[src/rtl/ll_disp_pkg.sv]
// Shared types, glyph constants and BCD helpers for the lander display path.
package ll_disp_pkg;

  // Quantity selector, encoded as on the sel output.
  typedef enum logic [1:0] {
    SEL_ALT    = 2'd0,
    SEL_VEL    = 2'd1,
    SEL_FUEL   = 2'd2,
    SEL_THRUST = 2'd3
  } sel_e;

  // Conversion sequencer states.
  typedef enum logic [1:0] {
    ST_IDLE   = 2'd0,
    ST_CONV   = 2'd1,
    ST_COMMIT = 2'd2
  } state_e;

  // Quantity glyphs shown on the leftmost digit.
  localparam logic [7:0] GLYPH_A     = 8'h77;
  localparam logic [7:0] GLYPH_U     = 8'h3E;
  localparam logic [7:0] GLYPH_F     = 8'h71;
  localparam logic [7:0] GLYPH_T     = 8'h78;
  localparam logic [7:0] GLYPH_MINUS = 8'h40;

  // Edges from capture to the committed display.
  localparam int DISP_LATENCY = 5;

  // Seven-segment pattern for one BCD digit; non-BCD codes show nothing.
  function automatic logic [7:0] digit_glyph(input logic [3:0] dig);
    logic [7:0] g;
    case (dig)
      4'd0:    g = 8'h3F;
      4'd1:    g = 8'h06;
      4'd2:    g = 8'h5B;
      4'd3:    g = 8'h4F;
      4'd4:    g = 8'h66;
      4'd5:    g = 8'h6D;
      4'd6:    g = 8'h7D;
      4'd7:    g = 8'h07;
      4'd8:    g = 8'h7F;
      4'd9:    g = 8'h67;
      default: g = 8'h00;
    endcase
    return g;
  endfunction

  // Glyph identifying the quantity on display.
  function automatic logic [7:0] sel_glyph(input sel_e s);
    logic [7:0] g;
    case (s)
      SEL_ALT:    g = GLYPH_A;
      SEL_VEL:    g = GLYPH_U;
      SEL_FUEL:   g = GLYPH_F;
      default:    g = GLYPH_T;
    endcase
    return g;
  endfunction

  // One digit of a ten's-complement negation: nine's complement plus carry in.
  // Returns {carry_out, digit}.
  function automatic logic [4:0] bcd_neg_digit(input logic [3:0] dig, input logic cin);
    logic [4:0] sum;
    sum = 5'd9 - {1'b0, dig} + {4'b0000, cin};
    if (sum >= 5'd10) begin
      return {1'b1, sum[3:0] - 4'd10};
    end
    return {1'b0, sum[3:0]};
  endfunction

endpackage

[src/rtl/ll_pb_sync.sv]
// Pushbutton synchroniser chain followed by a history flop for rising-edge detect.
module ll_pb_sync #(
  parameter int WIDTH       = 4,
  parameter int SYNC_STAGES = 2   // at least 2
) (
  input  logic             clk,
  input  logic             rst_n,
  input  logic [WIDTH-1:0] pb_i,
  output logic [WIDTH-1:0] rise_o
);

  // chain_q holds all stages packed; the raw pins enter at the low end.
  logic [SYNC_STAGES*WIDTH-1:0] chain_q;
  logic [WIDTH-1:0]             hist_q;
  logic [WIDTH-1:0]             sync_w;

  assign sync_w = chain_q[SYNC_STAGES*WIDTH-1 -: WIDTH];
  assign rise_o = sync_w & ~hist_q;

  // Shift the raw buttons through the synchroniser and remember the last synced value.
  always_ff @(posedge clk) begin
    if (!rst_n) begin
      chain_q <= '0;
      hist_q  <= '0;
    end else begin
      chain_q <= {chain_q[(SYNC_STAGES-1)*WIDTH-1:0], pb_i};
      hist_q  <= sync_w;
    end
  end

endmodule

[src/rtl/ll_display.sv]
// Samples one lander quantity, converts it to sign + magnitude digit by digit
// and commits all eight seven-segment outputs in a single cycle.
module ll_display
  import ll_disp_pkg::*;
#(
  parameter int SYNC_STAGES = 2,
  parameter int SEL_RESET   = 0
) (
  input  logic        clk,
  input  logic        rst_n,
  input  logic        wen,
  input  logic [15:0] alt,
  input  logic [15:0] vel,
  input  logic [15:0] fuel,
  input  logic [15:0] thrust,
  input  logic [3:0]  sel_pb,
  output logic        busy,
  output logic [1:0]  sel,
  output logic [7:0]  ss7,
  output logic [7:0]  ss6,
  output logic [7:0]  ss5,
  output logic [7:0]  ss4,
  output logic [7:0]  ss3,
  output logic [7:0]  ss2,
  output logic [7:0]  ss1,
  output logic [7:0]  ss0
);

  localparam sel_e SEL_INIT = sel_e'(2'(SEL_RESET));

  logic [3:0]       rise_w;
  logic [15:0]      src_w;
  logic             capture_w;
  logic             trigger_w;
  logic [3:0][7:0]  digit_seg_w;

  sel_e             sel_q, sel_d;
  sel_e             shown_q, shown_d;
  state_e           state_q, state_d;
  logic             pending_q, pending_d;
  logic [15:0]      work_q, work_d;
  logic             carry_q, carry_d;
  logic [1:0]       digit_q, digit_d;
  logic             neg_q, neg_d;
  logic             busy_q, busy_d;
  logic [7:0]       glyph_q, glyph_d;
  logic [7:0]       minus_q, minus_d;
  logic [3:0][7:0]  digits_q, digits_d;

  ll_pb_sync #(
    .WIDTH       (4),
    .SYNC_STAGES (SYNC_STAGES)
  ) u_pb_sync (
    .clk    (clk),
    .rst_n  (rst_n),
    .pb_i   (sel_pb),
    .rise_o (rise_w)
  );

  // Per-digit glyph with leading-zero blanking: a digit goes dark while it and
  // everything above it is zero. The units digit always shows.
  genvar gi;
  generate
    for (gi = 0; gi < 4; gi++) begin : g_digit
      if (gi == 0) begin : g_units
        assign digit_seg_w[gi] = digit_glyph(work_q[3:0]);
      end else begin : g_upper
        assign digit_seg_w[gi] = (work_q[15:4*gi] == '0) ? 8'h00
                                                         : digit_glyph(work_q[4*gi +: 4]);
      end
    end
  endgenerate

  assign capture_w = (state_q == ST_IDLE) && pending_q;
  assign trigger_w = wen || (rise_w != 4'b0000);

  // Source mux for the quantity currently selected.
  always_comb begin
    src_w = alt;
    case (sel_q)
      SEL_ALT:    src_w = alt;
      SEL_VEL:    src_w = vel;
      SEL_FUEL:   src_w = fuel;
      default:    src_w = thrust;
    endcase
  end

  // Button selection with Z>Y>X>W priority, and the pending-trigger flag.
  always_comb begin
    sel_d = sel_q;
    if (rise_w[3])      sel_d = SEL_ALT;
    else if (rise_w[2]) sel_d = SEL_VEL;
    else if (rise_w[1]) sel_d = SEL_FUEL;
    else if (rise_w[0]) sel_d = SEL_THRUST;
    // A trigger arriving in the capture cycle must survive the capture.
    pending_d = trigger_w || (pending_q && !capture_w);
  end

  // Conversion sequencer: capture, four digit steps LSD first, then commit.
  always_comb begin
    state_d  = state_q;
    shown_d  = shown_q;
    work_d   = work_q;
    carry_d  = carry_q;
    digit_d  = digit_q;
    neg_d    = neg_q;
    busy_d   = busy_q;
    glyph_d  = glyph_q;
    minus_d  = minus_q;
    digits_d = digits_q;
    case (state_q)
      ST_IDLE: begin
        if (pending_q) begin
          work_d  = src_w;
          shown_d = sel_q;
          neg_d   = (sel_q == SEL_VEL) && (src_w[15:12] >= 4'd5);
          carry_d = 1'b1;
          digit_d = 2'd0;
          busy_d  = 1'b1;
          state_d = ST_CONV;
        end
      end
      ST_CONV: begin
        // Work rotates right one digit per step; after four steps every digit
        // is back in its own position, now holding the magnitude.
        if (neg_q) begin
          {carry_d, work_d[15:12]} = bcd_neg_digit(work_q[3:0], carry_q);
          work_d[11:0] = work_q[15:4];
        end else begin
          work_d = {work_q[3:0], work_q[15:4]};
        end
        digit_d = digit_q + 2'd1;
        if (digit_q == 2'd3) begin
          state_d = ST_COMMIT;
        end
      end
      ST_COMMIT: begin
        glyph_d  = sel_glyph(shown_q);
        minus_d  = neg_q ? GLYPH_MINUS : 8'h00;
        digits_d = digit_seg_w;
        busy_d   = 1'b0;
        state_d  = ST_IDLE;
      end
      default: begin
        busy_d  = 1'b0;
        state_d = ST_IDLE;
      end
    endcase
  end

  // State and output registers; reset blanks the display and requests a first conversion.
  always_ff @(posedge clk) begin
    if (!rst_n) begin
      sel_q     <= SEL_INIT;
      shown_q   <= SEL_INIT;
      state_q   <= ST_IDLE;
      pending_q <= 1'b1;
      work_q    <= '0;
      carry_q   <= 1'b0;
      digit_q   <= 2'd0;
      neg_q     <= 1'b0;
      busy_q    <= 1'b0;
      glyph_q   <= '0;
      minus_q   <= '0;
      digits_q  <= '0;
    end else begin
      sel_q     <= sel_d;
      shown_q   <= shown_d;
      state_q   <= state_d;
      pending_q <= pending_d;
      work_q    <= work_d;
      carry_q   <= carry_d;
      digit_q   <= digit_d;
      neg_q     <= neg_d;
      busy_q    <= busy_d;
      glyph_q   <= glyph_d;
      minus_q   <= minus_d;
      digits_q  <= digits_d;
    end
  end

  assign busy = busy_q;
  assign sel  = sel_q;
  assign ss7  = glyph_q;
  assign ss6  = 8'h00;
  assign ss5  = 8'h00;
  assign ss4  = minus_q;
  assign ss3  = digits_q[3];
  assign ss2  = digits_q[2];
  assign ss1  = digits_q[1];
  assign ss0  = digits_q[0];

endmodule

[config.mk]
export PLATFORM = sky130hd
export DESIGN_NAME = ll_display
export DESIGN_NICKNAME = d
export VERILOG_FILES = /design/src/rtl/ll_disp_pkg.sv /design/src/rtl/ll_pb_sync.sv /design/src/rtl/ll_display.sv
export SDC_FILE = /design/constraint.sdc
export NUM_CORES = 1
export LEC_CHECK = 0
export BUFFER_PORTS_ARGS = -buffer_cell sky130_fd_sc_hd__buf_2
export CORE_ASPECT_RATIO = 0.9
export CORE_MARGIN = 2
export CORE_UTILIZATION = 56
export DETAILED_ROUTE_END_ITERATION = 12
export GPL_TIMING_DRIVEN = 0
export PLACE_DENSITY_LB_ADDON = 0.3
export SYNTH_ARGS = -nofsm -noshare
export SYNTH_HDL_FRONTEND = slang
export SYNTH_SLANG_ARGS = --single-unit
[constraint.sdc]
create_clock -name clk -period 4 [get_ports clk]
set_input_delay 0.8 -clock clk [delete_from_list [all_inputs] [get_ports clk]]
set_output_delay 0.8 -clock clk [all_outputs]
set_load 0.1 [all_outputs]
==> results.cfg <==
[floorplanning]
die_y_um = 93.2
rows = 32
placeableCoreArea_um2 = 8570
die_x_um = 103
io_pins = 138
die-area_um2 = 9620
initial_utilization = 0.578

[critical_path]
regToRegSetupSlack_ns = 0.76
cp-startpoint = work_q[0]$_SDFFE_PN0P_
worstReg2RegStart = work_q[0]$_SDFFE_PN0P_
worst-setup-path-type = reg2reg
cp_max_fo = 9
worst_path_most_repeated_cell = ha_1
end_kind = flip-flop
max_stage_delay_ns = 0.34
critPathLaunchType = flip-flop
required_ns = 4.30
crit_arrival_ns = 3.54
cp_slowest_cell = dfxtp_1
crit_chain = inv_1 -> ha_1 -> inv_1 -> ha_1 -> buf_2 -> xnor2_1 -> ha_1 -> nand4_2 -> nand4b_1 -> a31oi_1 -> nand2b_1 -> inv_1 -> ha_1 -> a211o_1 -> o211ai_1
reg2regPathDepth = 15

[outcome]
outcome = complete, no violations

[grt]
grt_first_pass_wirelength_um = 19600
grt_max_degree = 16
grt_pass1_vias = 4184
grt.overflow.total = 0
antenna_found_initial = 0
track_usage = 0.262

[sta]
rsz0062_at_grt = no
skew_ns = 0.0120
clock.fmax_ghz = 0.308
hold_viol_final = 0
slew_headroom = 0.488
fin_crit_ns = 3.24
drv_slew = 0
tns_ns = 0
setup_slack_ns = 0.756
worst_slew_pin_slew_ns = 0.766
setup_viol = 0
fin_crit_sh = 0.811

[place]
placed_area_um2 = 5750
dp_slack_ns = 0.832
gp_congestion = 0.928
hpwl_um = 9280
io_buffers = 108

[detailed_routing]
ant_nets = 0
drt_iter0_drc = 402
via_per_inst = 5.49
vias = 4500
drc = 0
wl_um = 12300
drtPass1Iterations = 7
wire_per_inst_um = 15.0

[job]
maxCapViolCount = 0

[finish]
nets = 794
fin_area_um2 = 5940
syn2layout_area_growth_pct = 19.9
drive_above_1_share = 0.284
n_antenna_cell = 0
fill_cells = 725
seqCellArea_um2 = 1900
multi_input_area_um2 = 2690

[power]
power.share.sequential = 0.447
combPwrFrac = 0.281
power_density_nw_per_um2 = 403
vdd_drop_max_uv = 205
power_switching_uw = 829
pwr-share-clk = 0.271
p_leak_uw = 0.00270
internal_power_uw = 1570
p_sw_frac = 0.346

[clock_network]
cts_inserted_buffers = 9
path_clk_slew_ns = 0.09
clk_latency_ns = 0.37
cts.path.max_buffers = 2
postCtsHoldBufs = 0
root_buffer = clkbuf_8
tritoncts = built
cts_sinks = 95
ctsResizeCount = 0
cts_setup_buffers = 0
htreeDepth = 3

[yosys]
async_reset_ff_frac = 0
ys_warn_count = 0
ys_ff_latch = 95
synth.distinct_cells = 72
synth_seq_area_share = 0.384
synth-edff-count = 0
synth_ff_type = dfxtp_1
synth_area_um2 = 4960
syn_inst = 549
syn_avg_cell_area_um2 = 9.03

[worst_hold_path]
hp-class = reg2reg
hold-path-cell-count = 1
[worst max-delay path, delay by kind of cell (launching register included)]
family                     cells  cell delay [ns]
AOI/OAI and AO/OA              3             0.68
xor gates and xnor gates       1             0.13
and+or+nand+nor                3             0.56
DFF                            1             0.34
buffers and inverters          4             0.56
adders and majority gates      4             0.89
[cells in the mapped netlist (all sizes together) (11+ instances only)]
master	number	area share
a21oi	45	0.048
a22oi	11	0.018
and2	14	0.018
buf	45	0.062
clkbuf	16	0.012
dfxtp	95	0.38
ha	28	0.071
inv	26	0.020
mux4	15	0.073
nand2	51	0.039
nand2b	11	0.014
nand3	20	0.021
nor2	50	0.038
o21ai	30	0.032
[routing by layer]
layer  global-route usage  wire length (um)  up-vias
met5                    0                 0        -
met4               0.0910               283        0
met3               0.0538              1140       31
met2                0.430              5790      244
met1                0.342              5090     2053
li1                     -                 -     2172
[cells by family after synthesis]
logic type,after synthesis,share of synthesized area
flops,95,0.384
fa+ha+maj,28,0.0707
xor+xnor,1,0.00177
mux,23,0.0904
compound gates,131,0.173
buf+inv,88,0.0944
other cells,1,0.000757
simple gates,182,0.185
[per-stage QoR]
step	util	cells	total power (uW)	hold WS (ns)
detailed placement	0.671	803	1750	0.420
CTS	0.694	819	2380	0.441
global route	0.694	819	2500	0.455
global placement	0.671	803	1730	0.415
finish	0.694	819	2400	0.438
floorplan	-	576	1600	0.405
[final cells by class]
type | instances | share of cell area
Multi-Input combinational cell | 393 | 0.452
Timing Repair Buffer | 108 | 0.0909
Tap cell | 119 | 0.0250
Buffer | 61 | 0.0617
Sequential cell | 95 | 0.320
Inverter | 27 | 0.0170
Clock buffer | 11 | 0.0238
Clock inverter | 5 | 0.00947
[worst min path at each step]
stage	from	endpoint	slack [ns]
finish	u_pb_sync.chain_q[1]$_SDFF_PN0_	u_pb_sync.chain_q[5]$_SDFF_PN0_	0.44
global route	u_pb_sync.chain_q[7]$_SDFF_PN0_	u_pb_sync.hist_q[3]$_SDFF_PN0_	0.46
CTS	u_pb_sync.chain_q[7]$_SDFF_PN0_	u_pb_sync.hist_q[3]$_SDFF_PN0_	0.44
detailed placement	u_pb_sync.chain_q[1]$_SDFF_PN0_	u_pb_sync.chain_q[5]$_SDFF_PN0_	0.42
global placement	u_pb_sync.chain_q[7]$_SDFF_PN0_	u_pb_sync.hist_q[3]$_SDFF_PN0_	0.41
floorplan	u_pb_sync.chain_q[7]$_SDFF_PN0_	u_pb_sync.hist_q[3]$_SDFF_PN0_	0.40
[cell usage in the layout, fill, tap and decap left out, drive strengths merged, types with 4 or more instances in the layout]
master  count
buf       153
dfxtp      95
nand2      51
nor2       50
a21oi      45
o21ai      30
ha         28
conb       28
inv        27
clkbuf     27
nand3      20
mux4       15
and2       14
nand2b     11
a22oi      11
o22ai       9
nor3        7
a31oi       6
o211ai      6
mux2i       5
nor4        5
nand4       5
nor2b       4
[power groups by stage]
| stage | logic, uW | registers (uW) | clock network (uW) |
|---|---|---|---|
| 2_1_floorplan | 497 | 1110 | 0 |
| 3_3_place_gp | 635 | 1090 | 0 |
| 3_5_place_dp | 655 | 1090 | 0 |
| 4_1_cts | 661 | 1070 | 649 |
| 5_1_grt | 728 | 1080 | 689 |
| 6_report | 674 | 1070 | 651 |
(Power assumes the default switching activity.)
